==> src/rtl/control_link_sequencer.sv <==
// control_link_sequencer: queues register commands and runs them one at a time on a link master.
// Latency: a command pushed into an empty FIFO with the sequencer idle raises m_initiateRequest 2 cycles later.
// Backpressure: cmd_ready drops while the command FIFO is full; an unconsumed response blocks the next issue.
module control_link_sequencer #(
    parameter int FIFO_DEPTH     = 4,
    parameter int TIMEOUT_CYCLES = 1023
) (
    input  logic        byte_clk,
    input  logic        reset,
    input  logic        cmd_valid,
    output logic        cmd_ready,
    input  logic        cmd_write,
    input  logic [15:0] cmd_address,
    input  logic [31:0] cmd_data,
    output logic        rsp_valid,
    input  logic        rsp_ready,
    output logic [31:0] rsp_data,
    output logic [1:0]  rsp_status,
    output logic        m_initiateRequest,
    output logic        m_requestIsWrite,
    output logic [15:0] m_address,
    output logic [31:0] m_dataOut,
    output logic        m_reset,
    input  logic        m_busy,
    input  logic        m_done,
    input  logic        m_error,
    input  logic [31:0] m_dataIn
);
    localparam int PW = $clog2(FIFO_DEPTH);
    localparam int CW = PW + 1;
    localparam int TW = $clog2(TIMEOUT_CYCLES + 1);

    typedef struct packed {
        logic        wr;
        logic [15:0] addr;
        logic [31:0] dat;
    } cmd_t;

    typedef enum logic [2:0] {
        IDLE,
        ISSUE,
        WAIT_DONE,
        RELEASE,
        RECOVER,
        RESP
    } state_t;

    state_t        r_state;
    state_t        w_state_nxt;

    cmd_t          r_mem [FIFO_DEPTH];
    logic [PW-1:0] r_wr_ptr;
    logic [PW-1:0] r_rd_ptr;
    logic [CW-1:0] r_count;
    logic          w_full;
    logic          w_empty;
    logic          w_push;
    logic          w_pop;
    cmd_t          w_push_cmd;

    cmd_t          r_hold;
    logic [31:0]   r_rsp_data;
    logic          r_tmo_flag;
    logic          r_err_flag;
    logic [TW-1:0] r_tmo_cnt;
    logic [TW-1:0] w_tmo_inc;
    logic          w_tmo_hit;
    logic          r_rec_cnt;

    assign w_full     = (r_count == CW'(FIFO_DEPTH));
    assign w_empty    = (r_count == '0);
    assign w_push     = cmd_valid && !w_full;
    assign w_push_cmd = {cmd_write, cmd_address, cmd_data};
    assign cmd_ready  = !w_full;

    // Timeout fires when the incremented wait count reaches TIMEOUT_CYCLES, so WAIT_DONE lasts at most TIMEOUT_CYCLES cycles.
    assign w_tmo_inc  = r_tmo_cnt + TW'(1);
    assign w_tmo_hit  = (w_tmo_inc == TW'(TIMEOUT_CYCLES));

    assign m_address        = r_hold.addr;
    assign m_dataOut        = r_hold.dat;
    assign m_requestIsWrite = r_hold.wr;
    assign rsp_data         = r_rsp_data;
    assign rsp_status       = {r_err_flag, r_tmo_flag};

    // Command FIFO storage; contents are don't-care until written, so no reset.
    always_ff @(posedge byte_clk) begin
        if (w_push) begin
            r_mem[r_wr_ptr] <= w_push_cmd;
        end
    end

    // Command FIFO pointers and occupancy; a simultaneous push and pop leaves the count unchanged.
    always_ff @(posedge byte_clk) begin
        if (reset) begin
            r_wr_ptr <= '0;
            r_rd_ptr <= '0;
            r_count  <= '0;
        end else begin
            if (w_push) begin
                r_wr_ptr <= r_wr_ptr + PW'(1);
            end
            if (w_pop) begin
                r_rd_ptr <= r_rd_ptr + PW'(1);
            end
            case ({w_push, w_pop})
                2'b10:   r_count <= r_count + CW'(1);
                2'b01:   r_count <= r_count - CW'(1);
                default: r_count <= r_count;
            endcase
        end
    end

    // Sequencer state register.
    always_ff @(posedge byte_clk) begin
        if (reset) begin
            r_state <= IDLE;
        end else begin
            r_state <= w_state_nxt;
        end
    end

    // Next state, FIFO pop and the state-decoded master/response strobes.
    always_comb begin
        w_state_nxt       = r_state;
        w_pop             = 1'b0;
        m_initiateRequest = 1'b0;
        m_reset           = 1'b0;
        rsp_valid         = 1'b0;
        case (r_state)
            IDLE: begin
                if (!w_empty && !m_busy) begin
                    w_pop       = 1'b1;
                    w_state_nxt = ISSUE;
                end
            end
            ISSUE: begin
                m_initiateRequest = 1'b1;
                w_state_nxt       = WAIT_DONE;
            end
            WAIT_DONE: begin
                m_initiateRequest = 1'b1;
                if (m_done) begin
                    w_state_nxt = RELEASE;
                end else if (w_tmo_hit) begin
                    w_state_nxt = RECOVER;
                end
            end
            RELEASE: begin
                if (!m_done) begin
                    w_state_nxt = RESP;
                end
            end
            RECOVER: begin
                m_reset = 1'b1;
                if (r_rec_cnt) begin
                    w_state_nxt = RESP;
                end
            end
            RESP: begin
                rsp_valid = 1'b1;
                if (rsp_ready) begin
                    w_state_nxt = IDLE;
                end
            end
            default: w_state_nxt = IDLE;
        endcase
    end

    // Holding registers, timeout/recovery counters and the response being built for the current transaction.
    always_ff @(posedge byte_clk) begin
        if (reset) begin
            r_hold     <= '0;
            r_rsp_data <= '0;
            r_tmo_flag <= 1'b0;
            r_err_flag <= 1'b0;
            r_tmo_cnt  <= '0;
            r_rec_cnt  <= 1'b0;
        end else begin
            if (w_pop) begin
                r_hold <= r_mem[r_rd_ptr];
            end
            case (r_state)
                ISSUE: begin
                    r_tmo_cnt  <= '0;
                    r_tmo_flag <= 1'b0;
                    r_err_flag <= m_error;
                    r_rec_cnt  <= 1'b0;
                end
                WAIT_DONE: begin
                    r_err_flag <= r_err_flag | m_error;
                    if (m_done) begin
                        r_rsp_data <= r_hold.wr ? 32'h0 : m_dataIn;
                    end else begin
                        r_tmo_cnt <= w_tmo_inc;
                        if (w_tmo_hit) begin
                            r_tmo_flag <= 1'b1;
                            r_rsp_data <= 32'h0;
                        end
                    end
                end
                RECOVER: begin
                    r_rec_cnt <= 1'b1;
                end
                default: begin
                end
            endcase
        end
    end

endmodule

==> config.mk <==
export PLATFORM = sky130hd
export DESIGN_NAME = control_link_sequencer
export DESIGN_NICKNAME = d
export VERILOG_FILES = /design/src/rtl/control_link_sequencer.sv
export SDC_FILE = /design/constraint.sdc
export NUM_CORES = 1
export LEC_CHECK = 0
export ABC_AREA = 0
export CORE_ASPECT_RATIO = 2
export CORE_MARGIN = 2
export CORE_UTILIZATION = 57
export CTS_CLUSTER_SIZE = 28
export DETAILED_ROUTE_END_ITERATION = 10
export GPL_ROUTABILITY_DRIVEN = 0
export PLACE_DENSITY = 0.84
export SYNTH_ARGS = -nofsm -noshare
export SYNTH_HDL_FRONTEND = slang
export SYNTH_SLANG_ARGS = --single-unit
==> constraint.sdc <==
create_clock -name byte_clk -period 5 [get_ports byte_clk]
set_input_delay 1 -clock byte_clk [delete_from_list [all_inputs] [get_ports byte_clk]]
set_output_delay 1 -clock byte_clk [all_outputs]
set_load 0.01 [all_outputs]
Word-level counts from Yosys, hierarchy flattened. Memories as Yosys holds them, arrays and structs flattened. A register that Yosys moved wholly into a read port is not among the register bits. Index checks and enable logic that the tools add are counted.

Add/sub/neg operators: 5. $mul: 0. Div/mod/pow operators: 0. Magnitude comparators: 0. Equal/unequal tests: 16. Shift operators: 0. Muxes and demuxes: 25. Bitwise logic cells: 1. Reductions and logical operators: 16.

Operators by type and width (number): 2-to-1 mux 32 bit (3); case mux 10 bit (2 select lines) (1); 2-to-1 mux 3 bit (6); case mux 3 bit (6 select lines) (1); != test 2 bit (second input constant) (6); adder 10 x 1 -> 10 bit (second input constant) (1); equality test 10 bit (second input constant) (1); 2-to-1 mux 10 bit (1); equality test 3 bit (second input constant) (3); 2-to-1 mux 1 bit (9); nonzero test 2 bit (4); equality test 3 x 2 -> 1 bit (second input constant) (2); zero test 3 bit (2); case mux 1 bit (2 select lines) (3); case mux 3 bit (2 select lines) (1); AND reduction 5 bit (1); adder 2 x 1 -> 2 bit (second input constant) (2); AND reduction 2 bit (2); adder 3 x 1 -> 3 bit (second input constant) (1); equality test 3 x 1 -> 1 bit (second input constant) (1); zero test 1 bit (3); != test 3 bit (second input constant) (1); AND reduction 3 bit (1); subtractor 3 x 1 -> 3 bit (second input constant) (1); other kinds (5) (6).

Flip-flop bits (word level): 55. Bits in latches: 0. RAM bits: 196. Bits in read-only memories: 0. Bits of input ports: 88. Output and inout bits: 87. Word-level logic and storage cells: 73. Memories: 1.

Memory list: r_mem (words 4, bits a word 49, read ports 1, clocked after memory_dff 1, write ports 1, RTL line 51) `cmd_t r_mem [FIFO_DEPTH];`.

Longest topological paths before layout.
Word-level depth: 7. Depth in mapped cells: 11. Depth with buffers taken out: 10.

Worst setup path after synthesis. Ideal clock, no wire load.

Kind: input port to flip-flop. Start: input port m_busy. End: register r_count[2]. Setup time: 70 ps. Data arrival time: 2727 ps. Required time: 4930 ps. Path slack: 2202 ps. Stages: 10. Buffers on the path: 1. Cell sequence: nor2_1 -> nand3b_1 -> inv_2 -> buf_2 -> ha_1 -> inv_1 -> fa_1 -> xor2_1 -> or3_1 -> a21oi_1.

Longest elaborated chain between the ends: 6. Elaborated cells on any way between the ends: 8. Classes of those cells: eq/ne: 2; mux: 3; reduce/logical: 3.

Ends and longest elaborated chain: from (decl) (RTL line 24) `input logic m_busy,`; zero test 1 bit (*) (RTL line 132) `if (!w_empty && !m_busy) begin`; logical AND 1 bit (*) (RTL line 132); 2-to-1 mux 1 bit (*) (RTL line 132); 2-to-1 mux 1 bit (*) (RTL line 130) `case (r_state)`; net w_pop (RTL line 58) `logic w_pop;`; equality test 2 x 1 -> 1 bit or equality test 2 bit (tied branches) (RTL line 106) `case ({w_push, w_pop})`; case mux 3 bit (2 select lines) or nonzero test 2 bit (tied branches); to (signal assigned) (RTL line 107) `2'b10: r_count <= r_count + CW'(1);`; to (signal assigned) (RTL line 108) `2'b01: r_count <= r_count - CW'(1);`; to (signal assigned) (RTL line 109) `default: r_count <= r_count;`; to (decl) (RTL line 54) `logic [CW-1:0] r_count;`.

The timed path passes the listed nets; every way through them passes the cells marked *. A chain may end at the register's enable or synchronous reset.

Worst setup path in the final report.
Start: register r_state[1]. End: output port m_initiateRequest.

Longest elaborated chain between the ends: 3. Elaborated cells on any way between the ends: 4. Classes of those cells: eq/ne: 2; mux: 1; reduce/logical: 1.

Ends and longest elaborated chain: from (decl) (RTL line 48) `state_t r_state;`; from (signal assigned) (RTL line 119) `r_state <= w_state_nxt;`; equality test 3 x 2 -> 1 bit or equality test 3 x 1 -> 1 bit (tied branches) (RTL line 130); OR reduction 2 bit (no source line) (*); 2-to-1 mux 1 bit (*) (RTL line 130); to (decl) (RTL line 19) `output logic m_initiateRequest,`.

Every way passes the cells marked *; elsewhere a longest branch is shown, timed or not.

==> flow_summary.html <==
<table>
<tr><th>Metric</th><th>Value</th></tr>
<tr><th colspan="2">Status</th></tr>
<tr><td>Result of the run</td><td>finished, final reports clean</td></tr>
<tr><th colspan="2">Synth</th></tr>
<tr><td>Post-synthesis cell type count</td><td>47</td></tr>
<tr><td>Post-synthesis cell area</td><td>about 11,000 um^2</td></tr>
<tr><td>Main synth FF type</td><td>edfxtp_1</td></tr>
<tr><td>Synthesized netlist cell count</td><td>between 700 and 800</td></tr>
<tr><td>Sequential area share after synthesis</td><td>71.6%</td></tr>
<tr><td>Cell type with the largest total area after synthesis</td><td>edfxtp_1</td></tr>
<tr><td>Cell types with the largest area share after synthesis</td><td>edfxtp_1 (53%), dfxtp_1 (19%), mux4_2 (9.9%), nand2_1 (3.7%), a21oi_1 (3.1%)</td></tr>
<tr><td>Asr flop ratio synth</td><td>0%</td></tr>
<tr><td>Synthesized area per cell</td><td>approximately 15 um^2</td></tr>
<tr><td>Register bit total from synthesis</td><td>300</td></tr>
<tr><td>Number of enable flip-flop cells after synthesis</td><td>about 200</td></tr>
<tr><td>Warnings, synthesis</td><td>0</td></tr>
<tr><td>Syn_nets</td><td>between 800 and 900</td></tr>
<tr><td>Most frequent cells after synthesis</td><td>edfxtp_1 (196), nand2_1 (110), dfxtp_1 (104)</td></tr>
<tr><td>Most frequently used cell type in the post-synthesis netlist</td><td>edfxtp_1</td></tr>
<tr><td>Share of the synthesized area in the top cell type</td><td>between 50% and 60%</td></tr>
<tr><th colspan="2">Run</th></tr>
<tr><td>Maximum capacitance violations</td><td>0</td></tr>
<tr><th colspan="2">Routing</th></tr>
<tr><td>Met2 Wirelength</td><td>around 13 mm</td></tr>
<tr><td>Detailed router's first-iteration violation count</td><td>293</td></tr>
<tr><td>Drc violations</td><td>0</td></tr>
<tr><td>Post-Route M1 WL</td><td>approximately 8 mm</td></tr>
<tr><td>Drt wl/cell</td><td>between 15 and 20 um</td></tr>
<tr><td>Routed via count divided by cell count</td><td>~5.6</td></tr>
<tr><td>Post-detailed-route count of antenna-violating nets</td><td>0</td></tr>
<tr><td>Vias after detailed routing</td><td>6,539</td></tr>
<tr><td>Total detailed-routing wirelength</td><td>23.0 mm</td></tr>
<tr><td>Detailed route wirelength on metal3</td><td>~1.5 mm</td></tr>
<tr><td>Detailed-router iteration count before antenna repair</td><td>4</td></tr>
<tr><td>Top routing layer in use</td><td>met4</td></tr>
<tr><th colspan="2">Min path</th></tr>
<tr><td>Worst Hold Class</td><td>register to register</td></tr>
<tr><td>Hold-critical path depth</td><td>2</td></tr>
<tr><th colspan="2">Setup path</th></tr>
<tr><td>Critical path fanouts, max</td><td>14</td></tr>
<tr><td>Signal arrival time at the worst endpoint</td><td>between 2 and 2.5 ns</td></tr>
<tr><td>Crit. End Element</td><td>primary output</td></tr>
<tr><td>Startpoint Class</td><td>register</td></tr>
<tr><td>R2R depth</td><td>9</td></tr>
<tr><td>Data required, critical path</td><td>about 4.0 ns</td></tr>
<tr><td>Critical path class</td><td>register to primary output</td></tr>
<tr><th colspan="2">Power and ir drop</th></tr>
<tr><td>Maximum vdd drop</td><td>~0.43 mV</td></tr>
<tr><td>Clock network power share</td><td>a little under a third</td></tr>
<tr><td>Combinational cell fraction of total power</td><td>about a fifth</td></tr>
<tr><td>Pwr per Cell Area</td><td>roughly 480 nW/um^2</td></tr>
<tr><td>Switch share</td><td>roughly a quarter</td></tr>
<tr><td>Static leakage power</td><td>roughly 4.6 nW</td></tr>
<tr><td>Switching power total</td><td>between 0.0015 and 0.002 W</td></tr>
<tr><td>Sequential share of power</td><td>between 40% and 50%</td></tr>
<tr><td>Internal cell power</td><td>roughly 0.0049 W</td></tr>
<tr><th colspan="2">Placement</th></tr>
<tr><td>Number of buffers added on ports</td><td>between 150 and 200</td></tr>
<tr><td>Post-DP Area</td><td>between 10,000 and 15,000 um^2</td></tr>
<tr><td>Detailed placement HPWL</td><td>between 10 and 15 mm</td></tr>
<tr><th colspan="2">Floorplanning</th></tr>
<tr><td>Number of top-level pins</td><td>between 150 and 200</td></tr>
<tr><td>Core footprint</td><td>19,300 um^2</td></tr>
<tr><td>Initial core utilization</td><td>between 50% and 60%</td></tr>
<tr><td>Row Count</td><td>slightly above 70</td></tr>
<tr><td>Vertical die dimension</td><td>202 um</td></tr>
<tr><td>Die Area</td><td>20,700 um^2</td></tr>
<tr><td>Die span in x</td><td>a little over 100 um</td></tr>
<tr><th colspan="2">Final layout</th></tr>
<tr><td>Final cell area excluding filler cells</td><td>between 10,000 and 15,000 um^2</td></tr>
<tr><td>Share of post-route cells with drive strength above 1</td><td>around 13%</td></tr>
<tr><td>Layout Area Growth over Synthesis</td><td>25.0%</td></tr>
<tr><td>Count of nets after finishing</td><td>slightly below 1,000</td></tr>
<tr><th colspan="2">Timing</th></tr>
<tr><td>Post-route clock skew</td><td>around 0.011 ns</td></tr>
<tr><td>Fin Setup TNS</td><td>0 ns</td></tr>
<tr><td>Fmax</td><td>about 310 MHz</td></tr>
<tr><td>Period Utilization, post-route</td><td>~64%</td></tr>
<tr><td>Time the worst path needs with I/O delays and setup</td><td>roughly 3.2 ns</td></tr>
<tr><td>Final setup vio count</td><td>0</td></tr>
<tr><td>Setup repair after global routing missed its margin</td><td>false</td></tr>
<tr><td>Number of hold-slack violations in the final timing report</td><td>0</td></tr>
<tr><td>Slew of the pin with the lowest slew margin</td><td>~1.0 ns</td></tr>
<tr><td>Slew Limit Fails</td><td>0</td></tr>
<tr><td>Max-slew headroom at the worst pin</td><td>31.8%</td></tr>
<tr><th colspan="2">Clock tree</th></tr>
<tr><td>Buffers inserted by post-CTS timing repair</td><td>0</td></tr>
<tr><td>Number of gates resized after CTS</td><td>0</td></tr>
<tr><td>Maximum clock path buffer count</td><td>3</td></tr>
<tr><td>Number of hold buffers added after CTS</td><td>0</td></tr>
<tr><td>TritonCTS clock tree</td><td>built</td></tr>
<tr><td>Sinks on the clock net</td><td>300</td></tr>
<tr><td>Clock network latency to the later pin of the worst-skew pair</td><td>0.51 ns</td></tr>
<tr><td>Number of CTS-inserted buffers</td><td>24</td></tr>
<tr><td>Maximum level of the CTS H-tree</td><td>1</td></tr>
<tr><td>Master cell of the clock root buffer</td><td>clkbuf_16</td></tr>
<tr><td>Clock Pin Slew Worst Setup and Hold Paths</td><td>~0.070 ns</td></tr>
<tr><th colspan="2">GRT</th></tr>
<tr><td>First-pass GRT wire length</td><td>around 35 mm</td></tr>
<tr><td>Total GRT Usage</td><td>22.4%</td></tr>
<tr><td>Via count of the first global-routing pass</td><td>slightly below 7,000</td></tr>
<tr><td>Antenna violations before repair</td><td>1</td></tr>
<tr><td>Total grt overflow</td><td>0</td></tr>
<tr><td>Maximum number of pins on one net before global-route repair</td><td>53</td></tr>
</table>
## through the flow
stage | total power [W] | hold slack (ns) | cells | worst slack (ns) | util [%]
6_report | 0.00664 | 0.453 | 1162 | 1.82 | 72.1
5_1_grt | 0.00693 | 0.479 | 1162 | 1.69 | 72.1
4_1_cts | 0.00669 | 0.455 | 1161 | 1.85 | 72.1
3_5_place_dp | 0.00468 | 0.447 | 1117 | 1.89 | 67.7
3_3_place_gp | 0.00464 | 0.442 | 1117 | 1.93 | 67.7
2_1_floorplan | 0.00409 | 0.438 | 719 | 2.20 | -
## sequential cells by signal, indices dropped and copies added (netlist names)
| register | cells |
|---|---|
| m_address | 16 |
| r_tmo_flag | 1 |
| r_rec_cnt | 1 |
| r_wr_ptr | 2 |
| m_dataOut | 32 |
| r_tmo_cnt | 10 |
| r_count | 3 |
| r_rd_ptr | 2 |
| m_requestIsWrite | 1 |
| r_state | 3 |
| r_err_flag | 1 |
| rsp_data | 32 |
| r_mem | 196 |
## power by group through the flow
stage	combinational (W)	sequential [W]	clock [W]
floorplan	0.000912	0.00317	0
global placement	0.00137	0.00327	0
detailed placement	0.00139	0.00328	0
CTS	0.00140	0.00324	0.00205
global route	0.00151	0.00328	0.00214
finish	0.00139	0.00323	0.00202
## kinds of logic (layout without fill, tap and decap cells)
family	after synthesis	count (layout)	synth area share (%)
mux	49	49	9.92
other cells	0	1	0
flops	300	300	71.6
buf+inv	53	236	2.32
fa+ha+maj	8	8	0.967
compound gates	129	129	7.74
simple gates	174	174	6.99
xor+xnor	6	6	0.472
## metal layers
metal	vias to the layer above	track usage, %
li1	3022	-
met1	3234	24.0
met2	240	42.1
met3	43	3.86
met4	0	8.60
met5	-	0
## cell usage in the layout (no fill, tap or decap), types with 3 or more instances in the layout
cell type / Yosys / layout
or3_1: 4 / 4
nand3b_1: 3 / 3
a21oi_1: 69 / 69
xor2_1: 3 / 3
nand3_1: 7 / 7
ha_1: 7 / 7
and3_2: 0 / 4
bufinv_16: 0 / 4
buf_4: 3 / 9
edfxtp_1: 196 / 196
inv_1: 7 / 7
and3_1: 7 / 3
a21o_1: 3 / 3
o21ai_0: 3 / 3
dfxtp_1: 104 / 102
mux4_2: 49 / 49
nand2_1: 110 / 110
clkbuf_16: 0 / 26
xnor2_1: 3 / 3
nor2_1: 23 / 23
clkbuf_1: 23 / 5
clkdlybuf4s50_1: 0 / 173
nand2b_1: 6 / 6
a22o_1: 32 / 32
nor3_1: 3 / 3
a31oi_1: 3 / 3
o21ai_1: 8 / 8
## layout make-up
cell class / count / area [um^2]
clock inverters: 11 / 165
well taps: 259 / 324
repair buffers: 183 / 1800
clock buffers: 33 / 697
flip-flops and latches: 300 / 7970
fillers: 1208 / 5370
inverters: 9 / 33.8
multi-input cells: 366 / 2910
diodes: 1 / 2.50
## worst paths after layout
check                 endpoint  slack, ns          start
max          m_initiateRequest       1.82     r_state[1]
min reg2reg      m_dataOut[28]       0.45  m_dataOut[28]
min              m_dataOut[28]       0.45  m_dataOut[28]
max reg2reg         r_count[2]       2.49     r_state[2]
## worst max-delay path: stages, from the launching register on
cell	delay (ns)
dfxtp_1	0.60
nand2_1	0.25
a21oi_1	0.23
clkdlybuf4s50_1	0.58
No activity file was read; power rests on OpenSTA's default activity.
